### src/rtl/fg_pwm_dac.sv
// PWM DAC driver: double-buffered samples are applied at PWM period boundaries.
// Optional sigma-delta output mode is compiled in with FG_PWM_SIGMA_DELTA_EN.
module fg_pwm_dac #(
   parameter int BITWIDTH = 8
) (
   input  logic                clk_i,
   input  logic                rst_i,
   input  logic                enable_i,
   input  logic                radix_i,
   input  logic [BITWIDTH-1:0] sample_i,
   input  logic                sampleValid_STRB_i,
`ifdef FG_PWM_SIGMA_DELTA_EN
   input  logic                mode_i,
`endif
   output logic                pwm_o,
   output logic                periodStart_STRB_o,
   output logic                overrun_o
);

   localparam logic [BITWIDTH-1:0] CNT_MAX = '1;

   logic [BITWIDTH-1:0] cnt;
   logic [BITWIDTH-1:0] pending;
   logic [BITWIDTH-1:0] active;
   logic [BITWIDTH-1:0] duty;
   logic                pendValid;
   logic                transfer;
   logic                pwmNext;

   // Two's complement becomes offset-binary by flipping the sign bit.
   assign duty     = radix_i ? sample_i : {~sample_i[BITWIDTH-1], sample_i[BITWIDTH-2:0]};
   assign transfer = (cnt == CNT_MAX);

`ifdef FG_PWM_SIGMA_DELTA_EN
   // The accumulator carry bit is the output itself, so only the low bits are held.
   logic [BITWIDTH-1:0] acc;
   logic [BITWIDTH:0]   accSum;

   assign accSum  = {1'b0, acc} + {1'b0, active};
   assign pwmNext = mode_i ? accSum[BITWIDTH] : (cnt < active);

   always_ff @(posedge clk_i or posedge rst_i) begin
      if (rst_i) begin
         acc <= '0;
      end else if (!enable_i) begin
         acc <= '0;
      end else if (mode_i) begin
         acc <= accSum[BITWIDTH-1:0];
      end
   end
`else
   assign pwmNext = (cnt < active);
`endif

   always_ff @(posedge clk_i or posedge rst_i) begin
      if (rst_i) begin
         cnt                <= '0;
         pending            <= '0;
         pendValid          <= 1'b0;
         active             <= '0;
         pwm_o              <= 1'b0;
         periodStart_STRB_o <= 1'b0;
         overrun_o          <= 1'b0;
      end else if (!enable_i) begin
         cnt                <= '0;
         pendValid          <= 1'b0;
         pwm_o              <= 1'b0;
         periodStart_STRB_o <= 1'b0;
         overrun_o          <= 1'b0;
      end else begin
         cnt                <= transfer ? '0 : cnt + 1'b1;
         pwm_o              <= pwmNext;
         periodStart_STRB_o <= (cnt == '0);
         if (transfer && pendValid) begin
            active <= pending;
         end
         // A strobe on the boundary refills the buffer just emptied, so it is not an overrun.
         if (sampleValid_STRB_i) begin
            pending   <= duty;
            pendValid <= 1'b1;
            if (pendValid && !transfer) begin
               overrun_o <= 1'b1;
            end
         end else if (transfer) begin
            pendValid <= 1'b0;
         end
      end
   end

endmodule

### config.mk
export PLATFORM = sky130hd
export DESIGN_NAME = fg_pwm_dac
export DESIGN_NICKNAME = d
export VERILOG_FILES = /design/src/rtl/fg_pwm_dac.sv
export SDC_FILE = /design/constraint.sdc
export NUM_CORES = 1
export LEC_CHECK = 0
export ABC_AREA = 1
export CAP_MARGIN = 20
export CORE_ASPECT_RATIO = 2
export CORE_MARGIN = 2
export CORE_UTILIZATION = 35
export CTS_CLUSTER_SIZE = 14
export DETAILED_ROUTE_END_ITERATION = 8
export GPL_TIMING_DRIVEN = 1
export PLACE_DENSITY = 0.56
export SLEW_MARGIN = 10
export SYNTH_ARGS = -nofsm -noshare
export SYNTH_HDL_FRONTEND = slang
export SYNTH_SLANG_ARGS = --single-unit
### constraint.sdc
create_clock -name clk_i -period 3.6 [get_ports clk_i]
set_input_delay 0.9 -clock clk_i [delete_from_list [all_inputs] [get_ports clk_i]]
set_output_delay 0.9 -clock clk_i [all_outputs]
set_load 0.01 [all_outputs]
# Yosys cells after proc, flatten, opt, wreduce, memory -nomap -nowiden

Index checks and enable logic that the tools add are counted.

Register bits after elaboration: 28
Input bits: 13
Output and inout port bits: 3
Word-level logic and storage cells: 32

Add/subtract/negate cells: 1
$lt $le $gt $ge: 1
Eq/ne operators: 4
Muxes and demuxes: 11
Bitwise operators: 1
Reductions and logical operators: 7

Operator list:

| kind                                                  | count |
|---|---|
| two-way mux 8 bit                                     | 3 |
| adder 8 x 1 -> 8 bit, second input constant           | 1 |
| == test 8 bit, second input constant                  | 1 |
| zero test 8 bit                                       | 1 |
| less-than comparator 8 bit                            | 1 |
| two-way mux 1 bit                                     | 8 |
| AND reduction 2 bit                                   | 3 |
| inequality test 2 x 1 -> 1 bit, second input constant | 2 |
| inequality test 3 x 1 -> 1 bit, second input constant | 1 |
| logical AND 1 bit                                     | 2 |
| zero test 1 bit                                       | 1 |
| inverter 1 bit                                        | 1 |

# Depth between registers and ports, before layout

Gate-level depths: netlist of the first run.

Word-level depth: 6
Gate-level depth with buffers: 7
Gate-level depth less buffers: 7

# Worst setup path after synthesis of the first run

No wires, ideal clock.

Kind: input port to flip-flop
Start: in enable_i
End: reg active[0]
Library setup time: 0.117 ns
Arrival: 1.550 ns
Data required time: 3.483 ns
Slack: 1.933 ns
Stages: 7
Path buffers: 2
Cell sequence: buf_4 > nand2_1 > inv_1 > nand3_4 > buf_6 > nand2_2 > o21ai_2

Word-level cells in the longest chain between the ends: 1

RTL lines:

| what                                 | RTL line | text |
|---|---|---|
| start: declaration                   | 8        | `input logic enable_i,` |
| AND reduction 2 bit (no source line) | n/a      |  |
| end signal: assignment               | 75       | `active <= pending;` |
| end: declaration                     | 24       | `logic [BITWIDTH-1:0] active;` |

Every way passes these cells.
A chain may end at the register's enable or synchronous reset.

# Worst setup path after layout of the first run

Start: reg overrun_o
End: out overrun_o

RTL lines:

| what                     | RTL line | text |
|---|---|---|
| start: declaration       | 17       | `output logic overrun_o` |
| start signal: assignment | 63       | `overrun_o <= 1'b0;` |
| start signal: assignment | 69       | `overrun_o <= 1'b0;` |
| start signal: assignment | 82       | `overrun_o <= 1'b1;` |

No word-level cell between the ends.

==> results of run 1 <==
[power by group]
part           switching [µW]  internal, µW  total [µW]
Clock                    96.5           149         245
Combinational            36.9          31.2        68.1
Sequential               7.94           332         340
[layer usage]
layer	track usage, %	vias up	routed length (µm)
met5	0	-	0
met4	11.2	0	138
met3	1.43	8	42
met2	25.1	14	1480
met1	12.9	503	944
li1	-	533	-
[metrics by stage]
stage	util (%)	cells	total power [µW]
2_1_floorplan	-	161	386
3_3_place_gp	41.9	225	415
3_5_place_dp	41.9	225	417
4_1_cts	43.7	229	663
5_1_grt	43.7	229	684
6_report	43.7	229	654
[flip-flops by register name, summed over array words and instances (netlist names)]
register            flops
periodStart_STRB_o      1
pending                 8
active                  8
pendValid               1
cnt                     8
pwm_o                   1
overrun_o               1
[worst max-delay path by stage]
stage | end | slack (ns)
2_1_floorplan | active[0]$_DFFE_PP0P_ | 1.93
3_3_place_gp | pending[0]$_DFFE_PP0P_ | 1.30
3_5_place_dp | pending[2]$_DFFE_PP0P_ | 1.24
4_1_cts | overrun_o | 1.52
5_1_grt | pending[6]$_DFFE_PP0P_ | 1.36
6_report | overrun_o | 1.53
[tightest hold or removal path, stage by stage (launching register included)]
cell	delay [ns]
dfrtp_1	0.36
nand2_1	0.05
nand2_1	0.06
[layout by cell type (no fill, tap or decap)]
master	n
xor2_1	2
nor3_4	1
a21oi_1	11
nand3_1	5
clkbuf_8	3
nand3_4	1
nor2_1	15
clkdlybuf4s50_1	15
nand2_1	35
nor4_1	1
buf_4	1
inv_1	31
bufinv_16	1
nand2_2	3
nor2_2	1
o21ai_2	8
o21ai_0	5
ha_1	9
nand4_1	2
dfrtp_1	28
[cell type report]
| class | count | area (µm²) | area share (%) |
|---|---|---|---|
| repair buffers | 16 | 158 | 9.38 |
| inverters | 31 | 116 | 6.92 |
| multi-input cells | 99 | 571 | 34.0 |
| flip-flops and latches | 28 | 701 | 41.7 |
| well taps | 51 | 63.8 | 3.80 |
| clock inverters | 1 | 30.0 | 1.79 |
| clock buffers | 3 | 41.3 | 2.46 |
[logic make-up after synthesis]
group	after synthesis	share of synthesized area (%)
AO/OA/AOI/OAI	24	10.6
XOR/XNOR	2	1.24
adder cells (fa/ha/maj)	9	7.98
buffers and inverters	34	9.93
flip-flops	28	49.6
AND/OR/NAND/NOR	64	20.6
==> run summary, run 1 <==
Max-slew headroom: 67.4%
Critical Path AT: 1.17 ns
MaxCap Viol Count: 0
leakage power total: 0.000834 µW
total negative slack: 0 ns
Critical Path Sink Type: output port
WL final: 2610 µm
initial antenna violation count: 0
top cells by area, synth: dfrtp_1 (50%), nand2_1 (9.3%), inv_1 (8.2%), ha_1 (8.0%), o21ai_2 (5.0%)
Reg clk slew, reported paths: 0.10 ns
synth cell count leaders: nand2_1 (35), inv_1 (31), dfrtp_1 (28)
Setup CP Type: reg -> out
# hold bufs at CTS: 0
GPL Wtd Cong: 0.946
# diodes: 0
vias per inst: 4.62
fmax: 0.484 GHz
status: complete, no violations
area leader, netlist: dfrtp_1
num rows: 32
RR Startpoint: cnt[1]$_DFF_PP0_
total CTS buffers: 3
hold slack final: 0.495 ns
worst path bufs/invs: 1
largest net degree at the start of global routing: 29
synthesis-stage register bit count: 28
count leader, synth: nand2_1
core area: 3840 µm²
global-route wire length before repair: 4730 µm
hold crit path type: reg -> reg
synth unique cells: 19
CP Cell Sequence: clkdlybuf4s50_1
Clock Sinks: 28
Tmin final: 2.07 ns
via count: 1058
worst hold path endpoint: overrun_o$_DFFE_PP0P_
number of warning messages in the yosys log: 0
CP max stage cell: clkdlybuf4s50_1
Clock Skew: 0.00956 ns
Port-buffer cells: 15
Post-CTS Setup Bufs: 0
CTS tree: done
initial drt markers: 11
CP top delay family: buffers and inverters
vias in the first global route: 1168
DRC Markers: 0
endpoints failing setup: 0
Hold Crit Depth: 2
# nets final: 201
Final Hold Vio Count: 0
CTS H-tree lvls: 1
r2r setup slk: 2.16 ns
Peak VDD IR: 0.338 mV
Starting Density: 36.7%
reg2reg end: active[6]$_DFFE_PP0P_
number of enable flip-flop cells after synthesis: 0
Syn Std Cell Area: 1410 µm²
Slew Limit Fails: 0
Routed WL per cell: 11.4 µm
hold path startpoint: overrun_o$_DFFE_PP0P_
Main synth FF type: dfrtp_1
Mean Syn Cell Area: 8.77 µm²
FF-to-FF path depth: 6
Tcrit/Tclk final: 57.4%
Layout fillers: 420
Clk Latency, worst-skew pair: 0.27 ns
PnR worst setup slack: 1.53 ns
Die Wd: 48.9 µm
peak fanout along the critical path: 2
Async S/R FF share, synth: 100%
Worst Setup SP: overrun_o$_DFFE_PP0P_
Layout area overhead: 19.1%
startpoint types: flop
CP peak stage delay: 0.53 ns
WP depth: 1
GRT Total Usage: 13.5%
antenna-violating nets left: 0
height of the die: 93.8 µm
worst slew pin tran: 0.488 ns
Syn Nets: 183
layout cells sized above 1: 10.7%
register area share after synthesis: 49.6%
grt total ovfl: 0
Place WS: 1.24 ns
# IOs: 16
CTS Buffer Depth: 2
Crit path required time: 2.70 ns
Post-DP Area: 1610 µm²
Synth Instances: 161
DP HPWL: 2110 µm
drt pass-1 iters: 4
Pwr per Cell Area: 389 nW/µm²
Synth top area share: 49.6%
Finished Cell Area: 1680 µm²
RSZ-0062 raised after global routing: false
clock root buffer: clkbuf_8
# resized after CTS: 0
Die Area: 4590 µm²
Power figures use the tool's default switching activity.
==> run 2, diff against run 1 <==
--- a/config.mk
+++ b/config.mk
@@ -13,7 +13,7 @@
 export CTS_CLUSTER_SIZE = 14
 export DETAILED_ROUTE_END_ITERATION = 8
 export GPL_TIMING_DRIVEN = 1
-export PLACE_DENSITY = 0.56
+export PLACE_DENSITY = 0.58
 export SLEW_MARGIN = 10
 export SYNTH_ARGS = -nofsm -noshare
 export SYNTH_HDL_FRONTEND = slang
==> constraint.sdc (replaced) <==
create_clock -name clk_i -period 1.7 [get_ports clk_i]
set_input_delay 0.425 -clock clk_i [delete_from_list [all_inputs] [get_ports clk_i]]
set_output_delay 0.425 -clock clk_i [all_outputs]
set_load 0.01 [all_outputs]
==> run 2 against run 1 <==
  * Final area rose by 2.1%
  * Sequential power increased by 110%
  * Power rose by 110%
  * Worst hold slack got worse by 0.0084 ns
  * Critical path depth did not move
  * Utilization rose by 0.91 points
  * Clock skew fell by 0.0023 ns
  * Die area is the same
  * Sequential cell count stayed put
  * Critical endpoint unchanged
==> run summary, run 2 (same netlist as run 1, synthesis figures left out) <==
status: complete, no violations
clock group share of total power: 37.4% (about the same)
via count: 1044 (-1.3%)
worst path bufs/invs: 1 (unchanged)
peak fanout along the critical path: 2 (unchanged)
Layout fillers: 403 (-4.0%)
CTS Buffer Depth: 2 (unchanged)
# IOs: 16 (unchanged)
Max-slew headroom: 76.4% (+9.0 points)
FF-to-FF path depth: 6 (unchanged)
Critical Path AT: 1.16 ns (about the same)
grt total ovfl: 0 (unchanged)
Flop pwr share: 51.6% (-0.4 points)
global-route wire length before repair: 4280 µm (-9.5%)
area of the multi-input gates: 571 µm² (unchanged)
Finished Cell Area: 1720 µm² (+2.1%)
vias per inst: 4.50 (-2.6%)
CTS tree: done
drt pass-1 iters: 4 (unchanged)
Post-DP Area: 1640 µm² (+2.2%)
Critical Path Sink Type: output port
RSZ-0062 raised after global routing: false
GPL Wtd Cong: 0.927 (-2.0%)
Gate power share: 11.0% (+0.6 points)
Clk Latency, worst-skew pair: 0.27 ns (about the same)
clock root buffer: clkbuf_8
CTS H-tree lvls: 1 (unchanged)
hold crit path type: reg -> reg
largest net degree at the start of global routing: 29 (unchanged)
Port-buffer cells: 15 (unchanged)
Reg clk slew, reported paths: 0.10 ns (about the same)
Largest regs: active: 8 flops, cnt: 8 flops, pending: 8 flops
RR Startpoint: cnt[1]$_DFF_PP0_
leakage power total: 0.000854 µW (+2.4%)
worst setup path end: overrun_o
Worst Setup SP: overrun_o$_DFFE_PP0P_
# nets final: 204 (+1.5%)
storage element area: 701 µm² (unchanged)
Starting Density: 36.7% (unchanged)
WP depth: 1 (unchanged)
endpoints failing setup: 0 (unchanged)
# diodes: 0 (unchanged)
r2r setup slk: 0.27 ns (-1.89 ns)
most frequent cells in the layout: nand2_1 (35), inv_1 (31), dfrtp_1 (28), nor2_1 (15), clkdlybuf4s50_1 (15)
Int Pwr: 1090 µW (+110%)
Setup CP Type: reg -> out
Final Hold Vio Count: 0 (unchanged)
Die Area: 4590 µm² (unchanged)
core area: 3840 µm² (unchanged)
Pwr per Cell Area: 812 nW/µm² (+110%)
Clock Skew: 0.00726 ns (-0.00230 ns)
switching share of power: 21.6% (-0.034 points)
hold slack final: 0.487 ns (-0.00837 ns)
Post-CTS Setup Bufs: 0 (unchanged)
most common cell after layout, fill and taps aside: nand2_1
Place WS: -0.0143 ns (-1.25 ns)
hold path startpoint: overrun_o$_DFFE_PP0P_
Routed WL per cell: 10.5 µm (-7.4%)
CP peak stage delay: 0.53 ns (about the same)
Layout area overhead: 21.5%
worst slew pin tran: 0.354 ns (-0.134 ns)
Slew Limit Fails: 0 (unchanged)
GRT Total Usage: 12.2% (-1.3 points)
final cell count without fillers: 232 (+1.3%)
reg2reg end: active[2]$_DFFE_PP0P_
PnR worst setup slack: 0.115 ns (-1.42 ns)
CP Cell Sequence: clkdlybuf4s50_1
post-layout util: 44.6% (+0.91 points)
Placed Instances: 228 (+1.3%)
total CTS buffers: 3 (unchanged)
Clock Sinks: 28 (unchanged)
MaxCap Viol Count: 0 (unchanged)
vias in the first global route: 1043 (-11%)
Sw Pwr: 301 µW (+110%)
CP max stage cell: clkdlybuf4s50_1
WL final: 2440 µm (-6.2%)
layout cells sized above 1: 12.2% (+1.5 points)
DP HPWL: 1980 µm (-6.1%)
Die Wd: 48.9 µm (unchanged)
antenna-violating nets left: 0 (unchanged)
initial antenna violation count: 0 (unchanged)
Tcrit/Tclk final: 93.3%
height of the die: 93.8 µm (unchanged)
startpoint types: flop
Crit path required time: 1.27 ns (-1.43 ns)
# hold bufs at CTS: 0 (unchanged)
Tmin final: 1.59 ns
initial drt markers: 20 (+9)
DRC Markers: 0 (unchanged)
fmax: 0.631 GHz
Peak VDD IR: 0.542 mV (+60%)
CP top delay family: buffers and inverters
num rows: 32 (unchanged)
# resized after CTS: 0 (unchanged)
## run 2: how the worst min path moves through the flow
stage,end,slack (ns),cells past startpoint
floorplan,pending[7]$_DFFE_PP0P_,0.45,2
global placement,overrun_o$_DFFE_PP0P_,0.46,2
detailed placement,overrun_o$_DFFE_PP0P_,0.47,2
CTS,active[4]$_DFFE_PP0P_,0.50,2
global route,active[4]$_DFFE_PP0P_,0.52,2
finish,overrun_o$_DFFE_PP0P_,0.49,2
## run 2: power groups by stage
| stage | clock, µW | combinational [µW] | sequential (µW) |
|---|---|---|---|
| 6_report | 521 | 153 | 719 |
| 5_1_grt | 546 | 177 | 725 |
| 4_1_cts | 532 | 158 | 720 |
| 3_5_place_dp | 0 | 157 | 733 |
| 3_3_place_gp | 0 | 154 | 732 |
| 2_1_floorplan | 0 | 84.3 | 733 |
## run 2: per-layer routing
layer | global-route usage (%) | vias to the layer above | wire length, µm
li1 | - | 536 | -
met1 | 11.8 | 476 | 904
met2 | 23.3 | 23 | 1390
met3 | 1.43 | 9 | 62
met4 | 8.10 | 0 | 81
met5 | 0 | - | 0
## run 2: worst min-delay path: stages, from the launching register on
cell	delay [ns]
dfrtp_1	0.35
nand2_1	0.05
nand2_1	0.06
## run 2: stage by stage
step | setup TNS (ns) | total power [µW]
global route | 0 | 1450
global placement | 0 | 886
CTS | 0 | 1410
detailed placement | -0.0184 | 890
finish | 0 | 1390
floorplan | 0 | 817
## run 2: layout make-up
type                       instances  area share [%]
clock buffer                       3            2.41
clock inverter                     1            1.75
inverter                          31            6.78
multi-input combinational         99            33.3
sequential                        28            40.8
tap                               51            3.72
timing repair buffer              19            11.2
